--- config.mk ---
export PLATFORM = sky130hd
export DESIGN_NAME = erasure_location_seq
export DESIGN_NICKNAME = d
export VERILOG_FILES = /design/src/rtl/erasure_location_seq.sv
export SDC_FILE = /design/constraint.sdc
export NUM_CORES = 1
export LEC_CHECK = 0
export ABC_AREA = 0
export BUFFER_PORTS_ARGS = -buffer_cell sky130_fd_sc_hd__buf_2
export CORE_ASPECT_RATIO = 2
export CORE_MARGIN = 2
export CORE_UTILIZATION = 48
export CTS_CLUSTER_SIZE = 20
export DETAILED_ROUTE_END_ITERATION = 8
export GPL_ROUTABILITY_DRIVEN = 0
export HOLD_SLACK_MARGIN = 0.02
export PLACE_DENSITY_LB_ADDON = 0.08
export SLEW_MARGIN = 10
export SYNTH_ARGS = -nofsm -noshare
export SYNTH_HDL_FRONTEND = slang
export SYNTH_SLANG_ARGS = --single-unit
--- constraint.sdc ---
create_clock -name clk -period 1.5 [get_ports clk]
set_input_delay 0.15 -clock clk [delete_from_list [all_inputs] [get_ports clk]]
set_output_delay 0.15 -clock clk [all_outputs]
set_load 0.005 [all_outputs]
--- src/rtl/erasure_location_seq.sv ---
// rtl/erasure_location_seq.sv - sequential erasure locator scanning a DUE flag vector MSB first
module erasure_location_seq #(
  parameter  int NUM_SYMBOLS  = 10,
  parameter  int MAX_ERASURES = 2,
  localparam int LOC_W        = $clog2(NUM_SYMBOLS),
  localparam int CNT_W        = $clog2(MAX_ERASURES + 1)
) (
  input  logic                          clk,
  input  logic                          rst,
  input  logic                          in_valid,
  output logic                          in_ready,
  input  logic [NUM_SYMBOLS-1:0]        due_info_in,
  output logic                          out_valid,
  input  logic                          out_ready,
  output logic [MAX_ERASURES*LOC_W-1:0] loc_out,
  output logic [CNT_W-1:0]              erasure_cnt_out,
  output logic                          overflow_out
);

  typedef enum logic [1:0] {IDLE, SCAN, DONE} state_t;

  state_t                   state, next_state;
  logic [NUM_SYMBOLS-1:0]   sr, sr_shifted;
  logic [LOC_W-1:0]         idx;
  logic [CNT_W-1:0]         cnt;
  logic                     overflow;
  logic [LOC_W-1:0]         slot [MAX_ERASURES];
  logic                     accept, flag, cnt_full;

  assign accept     = in_valid && in_ready && (state == IDLE);
  assign sr_shifted = sr << 1;
  assign flag       = sr[NUM_SYMBOLS-1];
  assign cnt_full   = (cnt == CNT_W'(MAX_ERASURES));

  always_comb begin
    next_state = state;
    case (state)
      IDLE: if (accept) next_state = (due_info_in == '0) ? DONE : SCAN;
      SCAN: begin
        if (flag && cnt_full)
          next_state = DONE;
        else if (sr_shifted == '0 || idx == LOC_W'(NUM_SYMBOLS - 1))
          next_state = DONE;
      end
      DONE: if (out_ready) next_state = IDLE;
      default: next_state = IDLE;
    endcase
  end

  // in_ready is a register so it carries no path from out_ready or rst
  always_ff @(posedge clk) begin
    if (rst) begin
      state     <= IDLE;
      sr        <= '0;
      idx       <= '0;
      cnt       <= '0;
      overflow  <= 1'b0;
      out_valid <= 1'b0;
      in_ready  <= 1'b0;
      for (int k = 0; k < MAX_ERASURES; k++) slot[k] <= '0;
    end else begin
      state     <= next_state;
      out_valid <= (next_state == DONE);
      in_ready  <= (next_state == IDLE);
      case (state)
        IDLE: begin
          if (accept) begin
            sr       <= due_info_in;
            idx      <= '0;
            cnt      <= '0;
            overflow <= 1'b0;
            for (int k = 0; k < MAX_ERASURES; k++) slot[k] <= '0;
          end
        end
        SCAN: begin
          if (flag && cnt_full) begin
            overflow <= 1'b1;
          end else begin
            if (flag) begin
              for (int k = 0; k < MAX_ERASURES; k++)
                if (cnt == CNT_W'(k)) slot[k] <= idx;
              cnt <= cnt + 1'b1;
            end
            sr  <= sr_shifted;
            idx <= idx + 1'b1;
          end
        end
        default: ;
      endcase
    end
  end

  always_comb begin
    loc_out = '0;
    for (int k = 0; k < MAX_ERASURES; k++) loc_out[k*LOC_W +: LOC_W] = slot[k];
  end

  assign erasure_cnt_out = cnt;
  assign overflow_out    = overflow;

endmodule

==> impl_results.rst <==
.. list-table::
   :header-rows: 1

   * - Metric
     - Value
   * - Status
     - finished clean
   * - Rows
     - 27
   * - TritonCTS clock tree
     - built
   * - Clock tree root buffer cell
     - sky130_fd_sc_hd__clkbuf_8
   * - Highest ir drop seen on vdd
     - 0.001606 V
   * - Antenna violation net count after detailed routing
     - 0
   * - Post-synthesis share of cell area spent on xor and xnor gates
     - 0%
   * - Final sum of negative setup slack
     - 0 ns
   * - Routed length per placed instance
     - 15.27 µm
   * - Sequential cell area
     - ~660 µm²
   * - Min Clock Period, post-route
     - 1.470 ns
   * - Reg clk slew, reported paths
     - ~0.070 ns
   * - Pin count of the biggest net entering global routing
     - 15
   * - Worst hold slack across all endpoints
     - 0.1475 ns
   * - Main area contributors after synthesis
     - sky130_fd_sc_hd__dfxtp_1 30%, sky130_fd_sc_hd__edfxtp_1 17%, sky130_fd_sc_hd__mux2i_1 8.6%, sky130_fd_sc_hd__a211oi_1 5.4%, sky130_fd_sc_hd__nor2_1 4.9%
   * - Synthesized instance count
     - 132
   * - GRT Resource Usage Total
     - around 19%
   * - Max Clock Freq
     - between 600 and 700 MHz
   * - Fraction of synthesized cell area taken by the top area cell type
     - 30.19%
   * - Seq/Total Area, Yosys
     - 47.44%
   * - Yosys warning total
     - 0
   * - Most frequent cells in the layout
     - 27 x sky130_fd_sc_hd__buf_2, 19 x sky130_fd_sc_hd__dfxtp_1, 18 x sky130_fd_sc_hd__nor2_1
   * - First DRT Iteration DRCs
     - 25
   * - Share of cells above drive strength 1
     - between 30% and 40%
   * - Synth Area in Compound Gates
     - 13.39%
   * - Final Max Slew Viols
     - 0
   * - DP HPWL
     - 2232 µm
   * - Slack of the critical path
     - 0.02955 ns
   * - Core footprint
     - ~0.0028 mm²
   * - Critical Path Sink Type
     - flop
   * - Post-Place Setup Slack
     - 0.03813 ns
   * - FF+latch count, synth
     - 29
   * - Total of fill cells in the finished design
     - approximately 250
   * - Startpoint type of the worst setup path
     - flop
   * - DRC viols
     - 0
   * - Post-Route Skew
     - roughly 0.0077 ns
   * - Most frequent standard cell in the layout excluding fill and tap cells
     - sky130_fd_sc_hd__buf_2
   * - Portion of the clock cycle consumed by the worst path in the final layout
     - 98.03%
   * - Count of distinct cell types in the synthesized netlist
     - 34
   * - Clock buffers created by TritonCTS
     - 5
   * - Maximum clock path buffer count
     - 2
   * - Post-Syn Area per Cell
     - 10.55 µm²
   * - Number of global-route vias before repair
     - 1121
   * - Global-route congestion overflow total
     - 0
   * - Pwr Density
     - 1370 mW/mm²
   * - First-pass GRT wire length
     - ~5000 µm
   * - Via count
     - 1113
   * - # nets final
     - 191
   * - Combinational family with the most area after synthesis
     - simple AND/OR/NAND/NOR gates
   * - Remaining max-slew budget at the tightest pin
     - 78.57%
   * - Total detailed-routing wirelength
     - 3084 µm
   * - Relative area change from synthesis to final layout
     - 26.59%
   * - Power Total
     - around 2.4 mW
   * - Y dimension of the die
     - 80.17 µm
   * - Utilization of the core after routing
     - 63.64%
   * - Initial DRT Pass Iterations
     - 4
   * - Leakage power summed over all cells
     - approximately 0.8 nW
   * - Count of buffers from port buffering
     - 26
   * - # hold bufs at CTS
     - 0
   * - Adder-cell area share of the yosys netlist
     - under 10%
   * - Arr. time, crit path
     - 1.69 ns
   * - Post-synthesis share of cell area spent on and, or, nand and nor gates
     - 19.95%
   * - Initial Util
     - between 50% and 60%
   * - # setup viols final
     - 0
   * - Clk_lat worst skew
     - ~0.28 ns
   * - Syn nets
     - 151
   * - I/O pin cnt
     - 27
   * - Maximum fanout along the worst path
     - 4
   * - Antenna diode instance count
     - 0
   * - Slew at the pin closest to its max-slew limit
     - about 0.32 ns
   * - Area enclosed by the die boundary
     - 0.003374 mm²
   * - Mux share of post-synthesis cell area
     - about 8.6%
   * - Sink Count
     - 29
   * - Max-cap violations
     - 0
   * - Data required time at the worst endpoint
     - 1.72 ns
   * - Kind of critical path
     - flop to flop
   * - Ratio of routed vias to standard cells
     - ~5.5
   * - Number of antenna violations at the first check in global routing
     - 0
   * - # H-tree levels
     - 2
   * - Die X-Extent
     - between 40 and 50 µm
   * - Library cell with the largest summed area after synthesis
     - sky130_fd_sc_hd__dfxtp_1
   * - Endpoints failing hold
     - 0
   * - Summed instance area of the synthesized netlist
     - 0.001393 mm²
   * - Hold Path Class
     - primary input to flop
   * - Area of the multi-input gates
     - 698.2 µm²
[flip-flops by register name, indices dropped and copies added (netlist names)]
name,count
sr,10
state,2
erasure_cnt_out,2
idx,4
slot,8
overflow_out,1
out_valid,1
in_ready,1
[synthesized netlist by cell type (all sizes together)]
master / instances
a21o: 2
edfxtp: 8
a21bo: 1
a21oi: 4
a31oi: 1
nor2b: 1
nor3b: 2
and4bb: 1
inv: 6
o21ai: 1
o22ai: 1
a22oi: 3
nand4: 1
nor3: 1
clkbuf: 2
nand3b: 2
dfxtp: 21
and3b: 2
and2: 4
nor4: 3
mux2i: 12
a211oi: 11
or3: 3
buf: 4
nor2: 18
nand3: 2
nand2: 9
ha: 5
nand2b: 1
[critical path: stages (launching register included)]
cell                      delay, ns
sky130_fd_sc_hd__dfxtp_2       0.33
sky130_fd_sc_hd__inv_2         0.05
sky130_fd_sc_hd__ha_4          0.17
sky130_fd_sc_hd__a21bo_4       0.23
sky130_fd_sc_hd__a21o_1        0.17
sky130_fd_sc_hd__or3_4         0.34
sky130_fd_sc_hd__a21oi_2       0.13
[layer usage]
metal	GRT usage, %	vias to the layer above	share of wire (%)
li1	-	554	-
met1	18.16	533	36
met2	39.22	24	59
met3	4.944	2	3.4
met4	5.625	0	0.88
met5	0	-	0
[where the power goes]
group	total (mW)	internal (mW)	switching [mW]
clock	0.802	0.488	0.313
sequential	0.996	0.917	0.0788
combinational	0.618	0.302	0.316
total	2.42	1.71	0.708
[final cells by class]
type / count / share of cell area (%)
clock buffers: 5 / 3.903
clock inverters: 3 / 2.342
inverters: 6 / 1.278
multi-input cells: 91 / 39.60
flip-flops and latches: 29 / 37.62
well taps: 29 / 2.058
repair buffers: 39 / 13.20
[final timing paths]
kind	startpoint	endpoint	slack, ns	depth (start not counted)
worst max register to register	erasure_cnt_out[0]	idx[1]	0.03	6
worst min-delay path	due_info_in[0]	sr[0]	0.15	3
worst min register to register	state[1]	state[0]	0.50	1
worst max-delay path	erasure_cnt_out[0]	idx[1]	0.03	6
[through the flow]
| stage | instances | area [µm²] |
|---|---|---|
| after global routing | 202 | 1763 |
| after global placement | 190 | 1578 |
| after CTS | 198 | 1688 |
| final | 202 | 1763 |
| after detailed placement | 190 | 1578 |
| after floorplan | 132 | 1406 |
[timing repair]
action / CTS / global route
resized for setup: 0 / 10
endpoints found under the setup margin: 0 / 19
buffers inserted: 0 / 3
[kinds of logic after synthesis]
| family | Yosys count |
|---|---|
| adders and majority gates | 5 |
| AOI/OAI and AO/OA | 24 |
| buffers and inverters | 12 |
| and+or+nand+nor | 50 |
| muxes | 12 |
| DFF | 29 |
Note: power is estimated with default switching activity, not from simulation.
